--- config.mk ---
export PLATFORM = sky130hd
export DESIGN_NAME = mdio_controller
export DESIGN_NICKNAME = d
export VERILOG_FILES = /design/src/rtl/mdio_pkg.sv /design/src/rtl/mdio_clk_gen.sv /design/src/rtl/mdio_controller.sv
export SDC_FILE = /design/constraint.sdc
export NUM_CORES = 1
export LEC_CHECK = 0
export BUFFER_PORTS_ARGS = -buffer_cell sky130_fd_sc_hd__buf_2
export CAP_MARGIN = 10
export CORE_ASPECT_RATIO = 0.8
export CORE_UTILIZATION = 50
export DETAILED_ROUTE_END_ITERATION = 10
export PLACE_DENSITY = 0.72
export SKIP_CTS_REPAIR_TIMING = 1
export SLEW_MARGIN = 20
export SYNTH_ARGS = -nofsm -noshare
export SYNTH_HDL_FRONTEND = slang
export SYNTH_HIERARCHICAL = 1
export SYNTH_SLANG_ARGS = --single-unit
--- constraint.sdc ---
create_clock -name CLK -period 3.16 [get_ports CLK]
set_input_delay 0.632 -clock CLK [delete_from_list [all_inputs] [get_ports CLK]]
set_output_delay 0.632 -clock CLK [all_outputs]
set_load 0.03 [all_outputs]
--- src/rtl/mdio_pkg.sv ---
// Shared Clause-22 MDIO definitions for the station-management master and the PHY-side receptor.
// Latency: none, declarations only.
// Backpressure: not applicable.
package mdio_pkg;

  typedef enum logic [2:0] {
    S_IDLE,
    S_CHECK,
    S_PREAMBLE,
    S_FRAME,
    S_DONE
  } state_t;

  localparam logic [1:0] OP_WRITE = 2'b01;
  localparam logic [1:0] OP_READ  = 2'b10;

  localparam logic [5:0] FRAME_LEN = 6'd32;
  localparam logic [5:0] TA_IDX    = 6'd14;
  localparam logic [5:0] DATA_IDX  = 6'd16;

  // Field positions within the 32-bit frame word
  localparam int ST_MSB    = 31;
  localparam int ST_LSB    = 30;
  localparam int OP_MSB    = 29;
  localparam int OP_LSB    = 28;
  localparam int PHYAD_MSB = 27;
  localparam int PHYAD_LSB = 23;
  localparam int REGAD_MSB = 22;
  localparam int REGAD_LSB = 18;
  localparam int TA_MSB    = 17;
  localparam int TA_LSB    = 16;
  localparam int DATA_MSB  = 15;
  localparam int DATA_LSB  = 0;

endpackage

--- src/rtl/mdio_clk_gen.sv ---
// MDC divider: HALF_PERIOD cycles low then HALF_PERIOD high, with strobes marking the edge about to happen.
// Latency: MDC starts low in the first enabled cycle; strobes are combinational.
// Backpressure: none; held low and reset whenever en is low.
module mdio_clk_gen #(
  parameter int HALF_PERIOD = 2
) (
  input  logic CLK,
  input  logic RESET,
  input  logic en,
  output logic mdc,
  output logic fall_evt,
  output logic rise_evt
);

  localparam int CW = $clog2(HALF_PERIOD) + 1;
  localparam logic [CW-1:0] CNT_MAX = CW'(HALF_PERIOD - 1);

  logic [CW-1:0] cnt;

  always_ff @(posedge CLK) begin
    if (!RESET || !en) begin
      cnt <= '0;
      mdc <= 1'b0;
    end else if (cnt == CNT_MAX) begin
      cnt <= '0;
      mdc <= ~mdc;
    end else begin
      cnt <= cnt + 1'b1;
    end
  end

  // Strobes flag the clock edge at which MDC is about to toggle
  assign rise_evt = en && !mdc && (cnt == CNT_MAX);
  assign fall_evt = en &&  mdc && (cnt == CNT_MAX);

endmodule

--- src/rtl/mdio_controller.sv ---
// Clause-22 MDIO master: optional preamble then a 32-bit frame, read data captured MSB first.
// Latency: MDIO_DONE at 2 + (PRE_LEN+32)*2*HALF_PERIOD cycles after start accept, 2 on reject.
// Backpressure: MDIO_START is only sampled in IDLE; requests while BUSY are dropped.
module mdio_controller
  import mdio_pkg::*;
#(
  parameter int HALF_PERIOD = 2,
  parameter int PRE_LEN     = 32
) (
  input  logic        CLK,
  input  logic        RESET,
  input  logic        MDIO_START,
  input  logic [31:0] T_DATA,
  input  logic        MDIO_IN,
  output logic        MDC,
  output logic        MDIO_OUT,
  output logic        MDIO_OE,
  output logic [15:0] RD_DATA,
  output logic        DATA_RDY,
  output logic        MDIO_DONE,
  output logic        ERR,
  output logic        BUSY
);

  localparam logic [5:0] PRE_LAST = 6'(PRE_LEN - 1);

  state_t      state, state_nxt;
  logic [5:0]  bit_cnt, bit_cnt_nxt;
  logic [5:0]  next_k;
  logic [31:0] sh, sh_nxt;
  logic [15:0] rd_shift, rd_shift_nxt, rd_data_nxt;
  logic [1:0]  op;
  logic        is_read, is_read_nxt;
  logic        out_nxt, oe_nxt, rdy_nxt, done_nxt, err_nxt;
  logic        clk_en, fall_evt, rise_evt;

  assign clk_en = (state == S_PREAMBLE) || (state == S_FRAME);
  assign BUSY   = (state != S_IDLE);
  assign op     = sh[OP_MSB:OP_LSB];
  assign next_k = bit_cnt + 6'd1;

  mdio_clk_gen #(
    .HALF_PERIOD(HALF_PERIOD)
  ) u_clk_gen (
    .CLK      (CLK),
    .RESET    (RESET),
    .en       (clk_en),
    .mdc      (MDC),
    .fall_evt (fall_evt),
    .rise_evt (rise_evt)
  );

  always_ff @(posedge CLK) begin
    if (!RESET) begin
      state     <= S_IDLE;
      bit_cnt   <= '0;
      sh        <= '0;
      rd_shift  <= '0;
      is_read   <= 1'b0;
      MDIO_OUT  <= 1'b0;
      MDIO_OE   <= 1'b0;
      RD_DATA   <= '0;
      DATA_RDY  <= 1'b0;
      MDIO_DONE <= 1'b0;
      ERR       <= 1'b0;
    end else begin
      state     <= state_nxt;
      bit_cnt   <= bit_cnt_nxt;
      sh        <= sh_nxt;
      rd_shift  <= rd_shift_nxt;
      is_read   <= is_read_nxt;
      MDIO_OUT  <= out_nxt;
      MDIO_OE   <= oe_nxt;
      RD_DATA   <= rd_data_nxt;
      DATA_RDY  <= rdy_nxt;
      MDIO_DONE <= done_nxt;
      ERR       <= err_nxt;
    end
  end

  always_comb begin
    state_nxt    = state;
    bit_cnt_nxt  = bit_cnt;
    sh_nxt       = sh;
    rd_shift_nxt = rd_shift;
    is_read_nxt  = is_read;
    out_nxt      = MDIO_OUT;
    oe_nxt       = MDIO_OE;
    rd_data_nxt  = RD_DATA;
    rdy_nxt      = 1'b0;
    done_nxt     = 1'b0;
    err_nxt      = 1'b0;

    case (state)
      S_IDLE: begin
        out_nxt = 1'b0;
        oe_nxt  = 1'b0;
        if (MDIO_START) begin
          sh_nxt    = T_DATA;
          state_nxt = S_CHECK;
        end
      end

      S_CHECK: begin
        if ((op == OP_WRITE) || (op == OP_READ)) begin
          is_read_nxt = (op == OP_READ);
          bit_cnt_nxt = '0;
          oe_nxt      = 1'b1;
          if (PRE_LEN > 0) begin
            state_nxt = S_PREAMBLE;
            out_nxt   = 1'b1;
          end else begin
            state_nxt = S_FRAME;
            out_nxt   = sh[31];
          end
        end else begin
          err_nxt   = 1'b1;
          done_nxt  = 1'b1;
          state_nxt = S_DONE;
        end
      end

      S_PREAMBLE: begin
        if (fall_evt) begin
          if (bit_cnt == PRE_LAST) begin
            state_nxt   = S_FRAME;
            bit_cnt_nxt = '0;
            out_nxt     = sh[31];
          end else begin
            bit_cnt_nxt = next_k;
            out_nxt     = 1'b1;
          end
        end
      end

      S_FRAME: begin
        if (rise_evt && is_read && (bit_cnt >= DATA_IDX)) begin
          rd_shift_nxt = {rd_shift[14:0], MDIO_IN};
        end
        // The frame shifts on the falling event so MDIO_OUT moves with MDC going low
        if (fall_evt) begin
          if (bit_cnt == FRAME_LEN - 6'd1) begin
            state_nxt = S_DONE;
            done_nxt  = 1'b1;
            rdy_nxt   = is_read;
            out_nxt   = 1'b0;
            oe_nxt    = 1'b0;
            if (is_read) begin
              rd_data_nxt = rd_shift;
            end
          end else begin
            bit_cnt_nxt = next_k;
            sh_nxt      = {sh[30:0], 1'b0};
            out_nxt     = sh[30];
            oe_nxt      = !(is_read && (next_k >= TA_IDX));
          end
        end
      end

      S_DONE: begin
        out_nxt   = 1'b0;
        oe_nxt    = 1'b0;
        state_nxt = S_IDLE;
      end

      default: begin
        state_nxt = S_IDLE;
      end
    endcase
  end

endmodule

==> results_dict.tcl, run 1 <==
set metrics [dict create \
    outcome "completed" \
    rsz0062_at_grt "false" \
    preCtsSetupSlack_ps 720 \
    p_leak_nw 1.87 \
    drive_above_1_share_pct 25.7 \
    gp_congestion 0.891 \
    grt_overflow 0 \
    setup_viol 0 \
    die_x_um 101 \
    synthToLayoutAreaGrowth_pct 13.3 \
    wl_met2_um 3550 \
    vias_per_cell 5.66 \
    ys_seq_area_share_pct 42.0 \
    async_reset_ff_share_pct 0 \
    grt_max_degree 33 \
    vias 3110 \
    ys.flop_type "dfxtp_1" \
    grt_pass1_wl_um 13400 \
    peakVddDrop_mv 0.285 \
    total_power_mw 2.22 \
    hold_class "reg2reg" \
    cts_max_level 3 \
    ant_nets 0 \
    drt_iter0_markers 175 \
    finClkSkew_ps 10.2 \
    cts.path.max_buffers 2 \
    fp.dieH_um 81.1 \
    diodes 0 \
    grt_usage_pct 20.9 \
    nets 480 \
    synth_seq_cells 82 \
    setup_ws_ps 661 \
    route.met3.wl_um 527 \
    n_fill_cell 662 \
    syn-instance-count 396 \
    cts.clk_slew.worst_paths_ps 90 \
    drt_wl_total_um 8070 \
    numCtsBuffers 9 \
    crit_path_start_kind "flop" \
    routed.top_layer "met4" \
    hold_violations 0 \
    synth.avg_cell_area_um2 9.86 \
    hpwl_um 5340 \
    synth.distinct_cells 57 \
    timing.fmax_mhz 400 \
    drc 0 \
    synth_edf_count 0 \
    power.density_nw_per_um2 501 \
    endpoint_kind "flop" \
    final_common_cell "dfxtp_1" \
    worstPathArrival_ps 2780 \
    final_cell_mix "dfxtp_1, mux2i_1, buf_2" \
    fin_crit_sh_pct 79.1 \
    root_buffer "clkbuf_8" \
    std_cell_rows 28 \
    seq_area_um2 1640 \
    setup_tns_ps 0 \
    cts_tree "built" \
    criticalPathCategory "reg2reg" \
    maxSlewHeadroom_pct 34.8 \
    post_drt_wl_per_cell_um 14.7 \
    io_pins 59 \
    worstMarginPinSlew_ps 972 \
    met1_length_um 3870 \
    clock_latency_ps 360 \
    slew_viol_final 0 \
    start_util_pct 52.1 \
    grt_pass1_vias 2805 \
    syn-cell-area_um2 3910 \
    core_um2 7500 \
    cp.required_ps 3440 \
    grt_antenna_before_repair 0 \
    dieArea_um2 8170 \
    drv_cap 0 \
    ys_warn_count 6 \
    clkSinkCount 82 \
    cp_max_fo 32 \
    whs_ps 460 \
    multi_input_area_um2 2020 \
    syn_nets 437 \
    final.min_clock_period_ps 2500 \
    dr.pass1.iters 4 \
    portBuffers 58 \
]
==> cells in the mapped netlist, types with 2 or more instances <==
library cell,instances,share of area [%]
a21o_1,2,0.38
nor2_1,42,4.0
buf_2,6,0.77
mux2i_1,63,16
a21oi_1,10,1.3
o21a_1,2,0.38
nor3_1,5,0.64
mux2_2,8,2.3
o311ai_0,2,0.45
buf_4,4,0.77
buf_6,6,1.7
a32o_1,2,0.51
a31o_1,10,2.2
a31oi_1,2,0.32
dfxtp_1,82,42
o32ai_1,2,0.45
ha_1,5,1.6
a211oi_1,4,0.77
o21ai_0,8,1.0
nand2_1,24,2.3
inv_1,9,0.86
and4_1,2,0.45
a31o_2,16,3.6
nand3_1,5,0.64
a2111oi_0,23,5.2
nand2b_1,5,0.80
clkbuf_1,17,1.6
==> final cells by class <==
type                            count  area share (%)
Clock buffer                        9            2.80
Clock inverter                      7            2.63
Inverter                            9           0.763
Multi-Input combinational cell    270            45.7
Sequential cell                    82            37.1
Tap cell                          105            2.97
Timing Repair Buffer               67            8.09
==> final timing paths <==
check,startpoint,end,slack [ps],depth (start not counted)
max,bit_cnt[0],sh[23],660,5
min reg2reg,sh[25],sh[25],460,2
min,sh[25],sh[25],460,2
max reg2reg,bit_cnt[0],sh[23],660,5
==> where the power goes <==
part	leakage (nW)	total [mW]	internal [mW]	switching, mW
sequential	0.666	1.10	1.07	0.0288
combinational	1.09	0.211	0.0934	0.117
clock	0.120	0.905	0.524	0.380
==> state kept, by name, indices dropped and copies added, names as in the netlist, 2 cells and up <==
name and flops:
sh 32, RD_DATA 16, rd_shift 16, bit_cnt 6
state 3, u_clk_gen/cnt 2
==> through the flow <==
step                      util [%]  instances  instance area, um2
after CTS                     59.0        549                4430
final                         59.0        549                4430
after floorplan                  -        396                3910
after global routing          59.0        549                4430
after detailed placement      55.8        533                4190
after global placement        55.8        533                4190
==> logic make-up (layout without fill, tap and decap cells) <==
logic type / after synthesis / after routing / share of synthesized area [%]
adders and majority gates: 5 / 5 / 1.60
and+or+nand+nor: 98 / 98 / 11.9
buffers and inverters: 44 / 92 / 6.25
AOI/OAI and AO/OA: 94 / 94 / 19.0
xor gates and xnor gates: 1 / 1 / 0.224
DFF: 82 / 82 / 42.0
muxes: 72 / 72 / 19.0
==> critical path, stage by stage, from the launching register on <==
cell     delay [ps]
dfxtp_1         460
ha_1            310
nand4_1         230
o21ai_1         710
a21o_4          470
mux2i_1         230
==> routing by layer <==
layer	GRT usage, %	vias to the layer above
li1	-	1562
met1	28.5	1448
met2	31.0	83
met3	6.54	17
met4	7.83	0
met5	0	-
Note: power is estimated with default switching activity, not from simulation.
==> inputs of run 2 (changes only) <==
- clock period: 3.16 -> 2.4 ns (I/O delays scaled with it)
==> results_dict.tcl, run 2 (same netlist as run 1, synthesis figures left out) <==
set metrics [dict create \
    vias 3095 \
    dieArea_um2 8170 \
    post_drt_wl_per_cell_um 14.8 \
    whs_endpoint "rd_shift[0]" \
    crit_slowest_cell "dfxtp_1" \
    final_cell_mix "dfxtp_1, mux2i_1, buf_2" \
    cts_tree "built" \
    worstPathArrival_ps 2420 \
    maxSlewHeadroom_pct 65.8 \
    slew_viol_final 0 \
    largestRegisters "sh x32, RD_DATA x16, rd_shift x16" \
    crit_path_start_kind "flop" \
    place_area_um2 4230 \
    preCtsSetupSlack_ps 325 \
    rsz0062_at_grt "false" \
    root_buffer "clkbuf_8" \
    grt_overflow 0 \
    nets 483 \
    outcome "completed" \
    hp-start "MDIO_IN" \
    final_common_cell "dfxtp_1" \
    finClkSkew_ps 5.98 \
    reg2reg_depth 5 \
    top_register "sh" \
    cts.path.max_buffers 2 \
    grt_pass1_wl_um 13400 \
    fin_util_pct 58.9 \
    dr.pass1.iters 5 \
    reg2reg_slack_ps 290 \
    r2r_end "sh[3]" \
    synthToLayoutAreaGrowth_pct 13.1 \
    clkSinkCount 82 \
    diodes 0 \
    power.density_nw_per_um2 612 \
    core_um2 7500 \
    r2r_start "state[0]" \
    setup_viol 0 \
    timing.fmax_mhz 473 \
    clock_latency_ps 350 \
    die_x_um 101 \
    io_pins 59 \
    hpwl_um 5340 \
    numCtsBuffers 9 \
    drv_cap 0 \
    cts_max_level 3 \
    final.min_clock_period_ps 2110 \
    largest_reg_flops 32 \
    setup_tns_ps 0 \
    fp.dieH_um 81.1 \
    slowest_delay_ps 480 \
    fin_crit_sh_pct 88.0 \
    gp_congestion 0.880 \
    setup_ws_ps 287 \
    cp.required_ps 2700 \
    cts.clk_slew.worst_paths_ps 80 \
    grt_usage_pct 21.0 \
    cp_max_fo 16 \
    p_leak_nw 1.87 \
    grt_pass1_vias 2743 \
    criticalPathCategory "reg2reg" \
    drt_wl_total_um 8190 \
    n_fill_cell 687 \
    hold_violations 0 \
    grt_antenna_before_repair 0 \
    hold_class "in2reg" \
    start_util_pct 52.1 \
    worstMarginPinSlew_ps 512 \
    crit_chain "or3_4 > mux2i_4 > buf_4 > a2111oi_0 > a31o_2" \
    drt_iter0_markers 112 \
    portBuffers 58 \
    endpoint_kind "flop" \
    vias_per_cell 5.61 \
    grt_max_degree 45 \
    peakVddDrop_mv 0.349 \
    std_cell_rows 28 \
    hold_depth 3 \
    ant_nets 0 \
    drive_above_1_share_pct 25.7 \
    final_area_um2 4420 \
    drc 0 \
]
run 2: cell count changes in the layout (fill, tap and decap cells not counted), sizes merged:
cell	previous run	this run
clkinvlp	1	2
inv	10	9
bufinv	3	1
clkbuf	9	11
buf	67	70
run 2: cell type report:
class / count / area, um2 / area share, %
clock buffer: 11 / 131 / 2.97
clock inverter: 5 / 55.1 / 1.25
inverter: 9 / 33.8 / 0.764
multi-input combinational: 270 / 2020 / 45.7
sequential: 82 / 1640 / 37.1
tap: 105 / 131 / 2.97
timing repair buffer: 70 / 405 / 9.17
run 2: stage by stage:
stage,hold slack [ps],instances,power [mW]
2_1_floorplan,436,396,1.70
4_1_cts,347,552,2.74
6_report,362,552,2.71
3_3_place_gp,442,536,1.76
5_1_grt,383,552,2.83
3_5_place_dp,452,536,1.77
run 2: worst max path at each step:
stage                          start           to  slack [ps]  depth (start not counted)
after global placement      state[0]       sh[25]         360                          4
final                       state[0]        sh[3]         290                          5
after global routing      bit_cnt[0]       sh[24]          70                          5
after CTS                   state[0]        sh[3]         300                          5
after floorplan             state[1]  RD_DATA[10]         470                         10
after detailed placement    state[0]        sh[3]         320                          5
run 2: where the power goes:
part	switching (mW)	total, mW	leakage [nW]	internal, mW
logic	0.161	0.288	1.11	0.127
registers	0.0328	1.45	0.666	1.41
clock network	0.492	0.970	0.0893	0.478
total	0.686	2.71	1.87	2.02
run 2: worst max-delay path: cells and delay by family, from the launching register on:
family | cells | cell delay (ps)
AO/OA/AOI/OAI | 2 | 630
buffers and inverters | 1 | 210
flip-flops | 1 | 480
multiplexers | 1 | 260
AND/OR/NAND/NOR | 1 | 480
run 2: metal layers:
layer / wire length, um / GRT usage, % / part of all wire [%] / vias to the layer above
met4: 89 / 7.97 / 1.1 / 0
met5: 0 / 0 / 0 / -
met1: 4030 / 28.9 / 49 / 1447
met3: 406 / 5.42 / 5.0 / 11
li1: - / - / - / 1559
met2: 3660 / 31.6 / 45 / 78
==> inputs of run 3 (changes only) <==
- CTS_CLUSTER_SIZE: not set -> 12
- REMOVE_ABC_BUFFERS: not set -> 1
==> results_dict.tcl, run 3 (same netlist as run 1, synthesis figures left out) <==
set metrics [dict create \
    outcome "completed" \
    grt_antenna_before_repair 1 \
    nets 488 \
    fin_crit_sh_pct 90.2 \
    reg2reg_slack_ps 230 \
    crit_slowest_cell "dfxtp_1" \
    reg2reg_depth 8 \
    critPathTopFamily "simple AND/OR/NAND/NOR gates" \
    slew_viol_final 0 \
    place_area_um2 4260 \
    power.density_nw_per_um2 618 \
    r2r_start "state[1]" \
    io_pins 59 \
    hp-start "MDIO_IN" \
    crit_path_start_kind "flop" \
    drt_wl_total_um 8310 \
    final_common_cell "dfxtp_1" \
    vias_per_cell 5.69 \
    p_leak_nw 1.89 \
    final_area_um2 4460 \
    criticalPathCategory "reg2reg" \
    final.min_clock_period_ps 2170 \
    fp.dieH_um 81.1 \
    whs_endpoint "rd_shift[0]" \
    vias 3167 \
    r2r_end "RD_DATA[14]" \
    grt_pass1_vias 2821 \
    gp_congestion 0.867 \
    setup_ws_ps 234 \
    die_x_um 101 \
    hold_depth 3 \
    hpwl_um 5580 \
    grt_max_degree 43 \
    grt_overflow 0 \
    peakVddDrop_mv 0.365 \
    timing.fmax_mhz 462 \
    drv_cap 0 \
    drt_iter0_markers 204 \
    post_drt_wl_per_cell_um 14.9 \
    preCtsSetupSlack_ps 279 \
    cts.path.max_buffers 2 \
    largest_reg_flops 32 \
    largestRegisters "sh x32, RD_DATA x16, rd_shift x16" \
    hold_violations 0 \
    setup_viol 0 \
    ant_nets 0 \
    diodes 0 \
    cp.required_ps 2640 \
    setup_tns_ps 0 \
    worstMarginPinSlew_ps 444 \
    hold_class "in2reg" \
    rsz0062_at_grt "false" \
    drive_above_1_share_pct 27.0 \
    cp_max_fo 16 \
    root_buffer "clkbuf_8" \
    synthToLayoutAreaGrowth_pct 14.2 \
    start_util_pct 52.1 \
    finClkSkew_ps 3.59 \
    clock_latency_ps 350 \
    top_register "sh" \
    crit_chain "nand2b_1 > inv_1 > and3_2 > nor2b_1 > and4_1 > buf_12 > mux2i_1 > nor2_1" \
    crit_buf_inv 2 \
    final_cell_mix "dfxtp_1, mux2i_1, buf_2" \
    whs_ps 371 \
    dr.pass1.iters 5 \
    dieArea_um2 8170 \
    numCtsBuffers 9 \
    worstPathArrival_ps 2400 \
    cts_max_level 3 \
    maxSlewHeadroom_pct 69.6 \
    clkSinkCount 82 \
    portBuffers 58 \
    std_cell_rows 28 \
    endpoint_kind "flop" \
    grt_usage_pct 21.4 \
    drc 0 \
    total_power_mw 2.76 \
    slowest_delay_ps 510 \
    core_um2 7500 \
    cts_tree "built" \
    cts.clk_slew.worst_paths_ps 80 \
    grt_pass1_wl_um 13400 \
]
## run 3: per-stage QoR
| step | cells | util, % |
|---|---|---|
| 2_1_floorplan | 361 | - |
| 3_3_place_gp | 541 | 56.8 |
| 3_5_place_dp | 541 | 56.8 |
| 4_1_cts | 557 | 59.5 |
| 5_1_grt | 557 | 59.5 |
| 6_report | 557 | 59.5 |
## run 3: area by class of cell
cell class | instances | area, um2
Fill cell | 675 | 3040
Multi-Input combinational cell | 270 | 2020
Sequential cell | 82 | 1640
Timing Repair Buffer | 75 | 430
Clock buffer | 10 | 138
Tap cell | 105 | 131
Clock inverter | 6 | 63.8
Inverter | 9 | 33.8
## run 3: report_power, final
group	switching, mW	internal, mW	total, mW	leakage, nW
clock	0.508	0.509	1.02	0.0987
sequential	0.0326	1.41	1.45	0.666
combinational	0.162	0.132	0.294	1.13
total	0.703	2.05	2.76	1.89
## run 3: how the worst max path moves through the flow
stage	cells after the start	from	end	slack (ps)
floorplan	7	state[1]	RD_DATA[0]	20
global placement	6	state[2]	sh[7]	380
detailed placement	7	state[1]	sh[1]	280
CTS	7	state[1]	sh[1]	250
global route	7	state[1]	sh[1]	50
finish	8	state[1]	RD_DATA[14]	230
## run 3: tightest hold or removal path, delay by kind of cell
kind / cells / cell delay, ps
buffers and inverters: 1 / 80
multiplexers: 1 / 60
AND/OR/NAND/NOR: 1 / 70
## run 3: metal layers
layer  up-vias  global-route usage [%]  part of all wire [%]
met5         -                       0                     0
met4         0                    6.09                   1.4
met3        12                    7.92                   7.4
met2        94                    33.6                    45
met1      1489                    27.6                    46
li1       1572                       -                     -
